<file path="config.mk">
export PLATFORM = sky130hd
export DESIGN_NAME = byte_queue
export DESIGN_NICKNAME = d
export VERILOG_FILES = /design/src/rtl/byte_queue.sv
export SDC_FILE = /design/constraint.sdc
export NUM_CORES = 1
export LEC_CHECK = 0
export CORE_ASPECT_RATIO = 1.5
export CORE_MARGIN = 3
export CORE_UTILIZATION = 45
export CTS_CLUSTER_SIZE = 40
export DETAILED_ROUTE_END_ITERATION = 12
export DONT_BUFFER_PORTS = 1
export GPL_TIMING_DRIVEN = 0
export HOLD_SLACK_MARGIN = 0.15
export PLACE_DENSITY = 0.7
export SLEW_MARGIN = 20
export SYNTH_ARGS = -nofsm -noshare
export SYNTH_HDL_FRONTEND = slang
export SYNTH_SLANG_ARGS = --single-unit
</file>
<file path="constraint.sdc">
create_clock -name clock -period 6.2 [get_ports clock]
set_input_delay 0.62 -clock clock [delete_from_list [all_inputs] [get_ports clock]]
set_output_delay 0.62 -clock clock [all_outputs]
set_load 0.01 [all_outputs]
</file>
<file path="src/rtl/byte_queue.sv">
// -----------------------------------------------------------------------------
// byte_queue
//
// Byte FIFO sitting directly behind the serial deserializer. Each assembled
// byte is taken through the deserializer's four-phase data_ready/ack
// handshake. The queue stores up to DEPTH bytes and releases them in order,
// one per cycle, on a dequeue_in request. While the queue is full the
// acknowledge is withheld, which stalls the deserializer on its current byte.
//
// Optional feature macro: BYTE_QUEUE_ERR_EN
//   defined     : error_out is a sticky underflow flag (pop requested while
//                 empty); it is cleared only by reset.
//   not defined : error_out is tied to 0 and no flag register exists.
//
// Parameters
//   DEPTH  storage entries (power of two, >= 2)
//   WIDTH  byte width, matches the deserializer data_out
//
// Ports
//   clock          in   rising-edge clock, single domain
//   reset          in   asynchronous reset, active low
//   data_in        in   byte from the deserializer
//   data_ready_in  in   byte on data_in is valid while high
//   ack_out        out  byte accepted (to deserializer ack_in)
//   dequeue_in     in   pop request, sampled every cycle
//   data_out       out  last popped byte, held until the next pop
//   valid_out      out  one-cycle pulse: data_out updated this cycle
//   len_out        out  occupancy, 0..DEPTH
//   full_out       out  len_out == DEPTH
//   error_out      out  sticky underflow flag (see macro above)
//
// Every output is driven straight from a flop; nothing is combinational
// from an input.
// -----------------------------------------------------------------------------
module byte_queue #(
  parameter int DEPTH = 8,
  parameter int WIDTH = 8
) (
  input  logic                         clock,
  input  logic                         reset,
  input  logic [WIDTH-1:0]             data_in,
  input  logic                         data_ready_in,
  output logic                         ack_out,
  input  logic                         dequeue_in,
  output logic [WIDTH-1:0]             data_out,
  output logic                         valid_out,
  output logic [$clog2(DEPTH+1)-1:0]   len_out,
  output logic                         full_out,
  output logic                         error_out
);

  localparam int PW = $clog2(DEPTH);
  localparam int CW = $clog2(DEPTH + 1);

  localparam logic [CW-1:0] CNT_DEPTH = CW'(DEPTH);
  localparam logic [CW-1:0] CNT_ZERO  = {CW{1'b0}};
  localparam logic [CW-1:0] CNT_ONE   = {{(CW-1){1'b0}}, 1'b1};
  localparam logic [PW-1:0] PTR_ZERO  = {PW{1'b0}};
  localparam logic [PW-1:0] PTR_ONE   = {{(PW-1){1'b0}}, 1'b1};
  localparam logic [WIDTH-1:0] DATA_ZERO = {WIDTH{1'b0}};

  typedef enum logic {
    ST_IDLE = 1'b0,
    ST_ACK  = 1'b1
  } state_e;

  // Storage and state
  logic [WIDTH-1:0] mem_q [DEPTH];

  state_e           state_q,   state_d;
  logic [PW-1:0]    wr_ptr_q,  wr_ptr_d;
  logic [PW-1:0]    rd_ptr_q,  rd_ptr_d;
  logic [CW-1:0]    count_q,   count_d;
  logic [WIDTH-1:0] data_q,    data_d;
  logic             valid_q,   valid_d;
  logic             ack_q,     ack_d;
  logic             full_q,    full_d;

  logic             full_s;
  logic             empty_s;
  logic             wr_en_s;
  logic             pop_s;

  // Full/empty are judged on the count held at the start of the cycle, so a
  // same-cycle pop never frees room for a write in that same cycle.
  always_comb begin
    full_s  = (count_q == CNT_DEPTH);
    empty_s = (count_q == CNT_ZERO);
  end

  // Enqueue handshake FSM: one capture per data_ready_in high period.
  always_comb begin
    state_d = state_q;
    wr_en_s = 1'b0;
    case (state_q)
      ST_IDLE: begin
        if (data_ready_in && !full_s) begin
          wr_en_s = 1'b1;
          state_d = ST_ACK;
        end else begin
          // Full: the deserializer keeps offering until room appears.
          state_d = ST_IDLE;
        end
      end
      ST_ACK: begin
        if (!data_ready_in) begin
          state_d = ST_IDLE;
        end else begin
          state_d = ST_ACK;
        end
      end
      default: begin
        state_d = ST_IDLE;
      end
    endcase
  end

  // Pop, pointer and occupancy next-state.
  always_comb begin
    // A pop on an empty queue is ignored even when a write lands in the same
    // cycle: the new byte does not fall through to data_out.
    pop_s    = dequeue_in && !empty_s;
    wr_ptr_d = wr_ptr_q;
    rd_ptr_d = rd_ptr_q;
    count_d  = count_q;
    data_d   = data_q;

    if (wr_en_s) begin
      // DEPTH is a power of two, so natural pointer overflow wraps modulo DEPTH.
      wr_ptr_d = wr_ptr_q + PTR_ONE;
    end else begin
      wr_ptr_d = wr_ptr_q;
    end

    if (pop_s) begin
      rd_ptr_d = rd_ptr_q + PTR_ONE;
      data_d   = mem_q[rd_ptr_q];
    end else begin
      rd_ptr_d = rd_ptr_q;
      data_d   = data_q;
    end

    case ({wr_en_s, pop_s})
      2'b10:   count_d = count_q + CNT_ONE;
      2'b01:   count_d = count_q - CNT_ONE;
      default: count_d = count_q;  // idle, or write and pop cancel out
    endcase

    valid_d = pop_s;
    ack_d   = (state_d == ST_ACK);
    full_d  = (count_d == CNT_DEPTH);
  end

  // Control and output registers.
  always_ff @(posedge clock or negedge reset) begin
    if (!reset) begin
      state_q  <= ST_IDLE;
      wr_ptr_q <= PTR_ZERO;
      rd_ptr_q <= PTR_ZERO;
      count_q  <= CNT_ZERO;
      data_q   <= DATA_ZERO;
      valid_q  <= 1'b0;
      ack_q    <= 1'b0;
      full_q   <= 1'b0;
    end else begin
      state_q  <= state_d;
      wr_ptr_q <= wr_ptr_d;
      rd_ptr_q <= rd_ptr_d;
      count_q  <= count_d;
      data_q   <= data_d;
      valid_q  <= valid_d;
      ack_q    <= ack_d;
      full_q   <= full_d;
    end
  end

  // Storage array; deliberately not reset, stale contents are unreachable
  // once the pointers are cleared.
  always_ff @(posedge clock) begin
    if (wr_en_s) begin
      mem_q[wr_ptr_q] <= data_in;
    end
  end

`ifdef BYTE_QUEUE_ERR_EN
  logic err_q, err_d;

  // Sticky underflow: any pop request seen while empty sets the flag.
  always_comb begin
    err_d = err_q | (dequeue_in && empty_s);
  end

  // Underflow flag register, cleared only by reset.
  always_ff @(posedge clock or negedge reset) begin
    if (!reset) begin
      err_q <= 1'b0;
    end else begin
      err_q <= err_d;
    end
  end

  assign error_out = err_q;
`else
  assign error_out = 1'b0;
`endif

  assign ack_out   = ack_q;
  assign data_out  = data_q;
  assign valid_out = valid_q;
  assign len_out   = count_q;
  assign full_out  = full_q;

endmodule

</file>
==> flow_summary_export.csv <==
group,metric,value,unit
timing,rsz0062_at_grt,"false",
routing,antenna_left,0,
timing,fin_crit_sh,59.1,%
synthesis,synth_ff_type,"edfxtp_1",
clock_tree,clkSlewWorstSetupHoldPaths,0.08,ns
clock_tree,cts-buffers-inserted,9,
critical_path,critPathMaxStageDelay,0.69,ns
critical_path,timing.critical_path.mode_cell,"clkbuf_1",
final_layout,multiInputGateArea,926,um^2
critical_path,worst-r2r-cell-count,11,
place,place_worst_setup_slack,2.49,ns
routing,num_vias,1644,
synthesis,mappedNetlistNets,208,
die,num_rows,38,
synthesis,synth_area_leaders,"edfxtp_1, dfrtp_1, mux4_2",
place,place_area,3590,um^2
final_layout,syn_to_final_growth,11.7,%
clock_tree,clock-sinks,85,
critical_path,path_delay_family,"compound AO/OA/AOI/OAI gates",
place,hpwl,4.01,mm
critical_path,path_cells,"buf_6 > o41ai_1 > clkbuf_1 > clkbuf_1 > inv_1 > ha_1 > o21a_1 > a211o_1 > a221oi_2 > xor2_1 > nor3b_2",
final_layout,stdcell_count,312,
timing,tightest_slew,0.849,ns
power,p_clk_share,24.9,%
final_layout,n_fill_cell,601,
power,comb_power_share,27.8,%
die,die-area,8710,um^2
grt,grt_pass1_wl,9.51,mm
power,cellLeakagePower,1.32,nW
synthesis,synth_seq_cells,85,
power,ir_worst_vdd,186,uV
timing,final-hold-violation-count,0,
routing,drcViolationCount,0,
timing,finalMaxSlewViolations,0,
grt,grt_use_total,15.2,%
timing,tns,0,ns
place,place_inst,295,
critical_path,crit_slowest_cell,"o41ai_1",
clock_tree,clk_latency,0.35,ns
die,start_util,46.7,%
clock_tree,htreeDepth,3,
clock_tree,cts_tree,"done",
routing,via_per_inst,5.27,
synthesis,synth_cells,192,
final_layout,final_util,52.2,%
synthesis,synth-async-reset-ratio,24.7,%
timing,relSlewSlack,43.2,%
grt,grt_max_degree,22,
final_layout,seq_area,2450,um^2
final_layout,layout-drive-gt1-share,24.1,%
die,coreArea,7320,um^2
synthesis,yosys_warnings,0,
routing,first_iter_violations,168,
routing,wl,6.00,mm
synthesis,synth_seq_area_share,71.5,%
die,die_h,113,um
power,switching_power,531,uW
critical_path,worstPathArrival,3.94,ns
final_layout,fin_area,3820,um^2
place,gp_congestion,0.731,
job,cap_viol_max_count,0,
grt,grt_pass1_vias,1723,
critical_path,worstPathRequired,6.48,ns
timing,max_freq,273,MHz
die,ios,28,
clock_tree,cts_root_buf,"clkbuf_8",
synthesis,ys_types,35,
timing,skew,0.00872,ns
grt,grt-ovfl-total,0,
timing,fin_crit,3.66,ns
timing,worst_slack,2.54,ns
critical_path,r2r_setup_slack,2.54,ns
synthesis,post-synth-top-count-cell,"edfxtp_1",
power,p_int,1.18,mW
critical_path,worstSetupEndpointType,"register",
die,die_x,77.2,um
critical_path,worst_setup_path_start_kind,"register",
synthesis,postSynthAreaPerCell,17.8,um^2
critical_path,crit_type,"register to register",
place,io_buffers,0,
power,p_seq_share,47.3,%
critical_path,cp_max_fo,10,
synthesis,syn-cell-area,3420,um^2
min_path,hp-class,"primary input to async pin",
synthesis,ys_top_cells_by_count,"edfxtp_1, dfrtp_1, mux4_2",
power,total_power,1.71,mW
synthesis,synth.top_cell.area_share,56.2,%
synthesis,yosysTopAreaCell,"edfxtp_1",
power,p_sw_share,31.1,%
synthesis,synth_edf_count,64,
routing,wl_per_cell,19.2,um
critical_path,worst-path-stages,11,
clock_tree,clockBufferDepth,2,
status,outcome,"complete, no violations",
routing,dr.pass1.iters,4,
final_layout,antenna_cells,0,
critical_path,crit_buf_inv,4,
timing,holdWs,0.220,ns
grt,antenna_found_initial,0,
timing,setup_viol,0,
power,powerDensity,446,nW/um^2
final_layout,nets,223,
## cells in the final DEF, fill, tap and decap left out, drive strengths merged, types with 2 or more instances in the layout
master / netlist / final
buf: 7 / 11
inv: 2 / 3
nor3: 4 / 4
a21oi: 2 / 2
o21a: 2 / 2
edfxtp: 64 / 64
clkinvlp: 0 / 2
nor2: 6 / 6
nor2b: 2 / 2
clkbuf: 5 / 14
nor3b: 2 / 2
bufinv: 0 / 2
mux2: 2 / 2
o21ai: 8 / 8
mux4: 16 / 16
mux2i: 9 / 9
nand3: 2 / 2
xnor2: 6 / 6
nand2: 14 / 14
ha: 4 / 4
dfrtp: 21 / 21
clkinv: 0 / 2
xor2: 2 / 2
nand2b: 2 / 2
## worst paths after layout
kind / end / start
worst max-delay path: full_out$_DFF_PN0_ / len_out[1]$_DFF_PN0_
worst min-delay path: len_out[0]$_DFF_PN0_ / reset
worst max register to register: full_out$_DFF_PN0_ / len_out[1]$_DFF_PN0_
worst min register to register: data_out[4]$_DFFE_PN0P_ / data_out[4]$_DFFE_PN0P_
max in group asynchronous: data_out[5]$_DFFE_PN0P_ / reset
min in group clock: mem_q[1][2]$_DFFE_PP_ / data_in[2]
## what timing repair did
action | 4_1_cts | 5_1_grt
resized for setup | 0 | 0
setup buffers | 0 | 0
hold buffers | 1 | 0
hold endpoints to repair | 21 | 0
## metal layers
layer  global-route usage, %  up-vias  part of all wire, %
met1                    17.0      822                   39
met3                    4.46       11                  4.4
met4                    8.31        0                  2.5
met5                       0        -                    0
li1                        -      771                    -
met2                    26.1       40                   54
## worst reg2reg max path, stage by stage (launching register included)
cell	delay, ns
dfrtp_1	0.44
buf_6	0.16
o41ai_1	0.69
clkbuf_1	0.47
clkbuf_1	0.48
inv_1	0.09
ha_1	0.25
o21a_1	0.12
a211o_1	0.27
a221oi_2	0.27
xor2_1	0.19
nor3b_2	0.17
## cell type report
| class | count | area share (%) |
|---|---|---|
| Tap cell | 100 | 3.27 |
| Inverter | 2 | 0.196 |
| Clock inverter | 7 | 2.55 |
| Sequential cell | 85 | 64.0 |
| Clock buffer | 9 | 3.24 |
| Multi-Input combinational cell | 93 | 24.2 |
| Buffer | 12 | 1.74 |
| Timing Repair Buffer | 4 | 0.720 |
## cell families (layout without fill, tap and decap cells)
group | Yosys count | after routing | share of synthesized area [%]
buffers and inverters | 14 | 34 | 2.16
adders and majority gates | 4 | 4 | 1.46
muxes | 27 | 27 | 13.8
xor gates and xnor gates | 8 | 8 | 2.05
other | 1 | 1 | 0.110
AOI/OAI and AO/OA | 17 | 17 | 3.33
and+or+nand+nor | 36 | 36 | 5.52
DFF | 85 | 85 | 71.5
## registers in the layout, indices dropped and copies added, names as in the netlist
register and count:
ack_out 1, data_out 8, full_out 1, len_out 4, mem_q 64, rd_ptr_q 3
valid_out 1, wr_ptr_q 3
## power groups by stage
stage	Clock (mW)	Sequential, mW	Combinational [mW]
floorplan	0	0.797	0.380
global placement	0	0.813	0.465
detailed placement	0	0.822	0.481
CTS	0.436	0.810	0.487
global route	0.461	0.820	0.524
finish	0.424	0.807	0.474
Note: power is estimated with default switching activity, not from simulation.
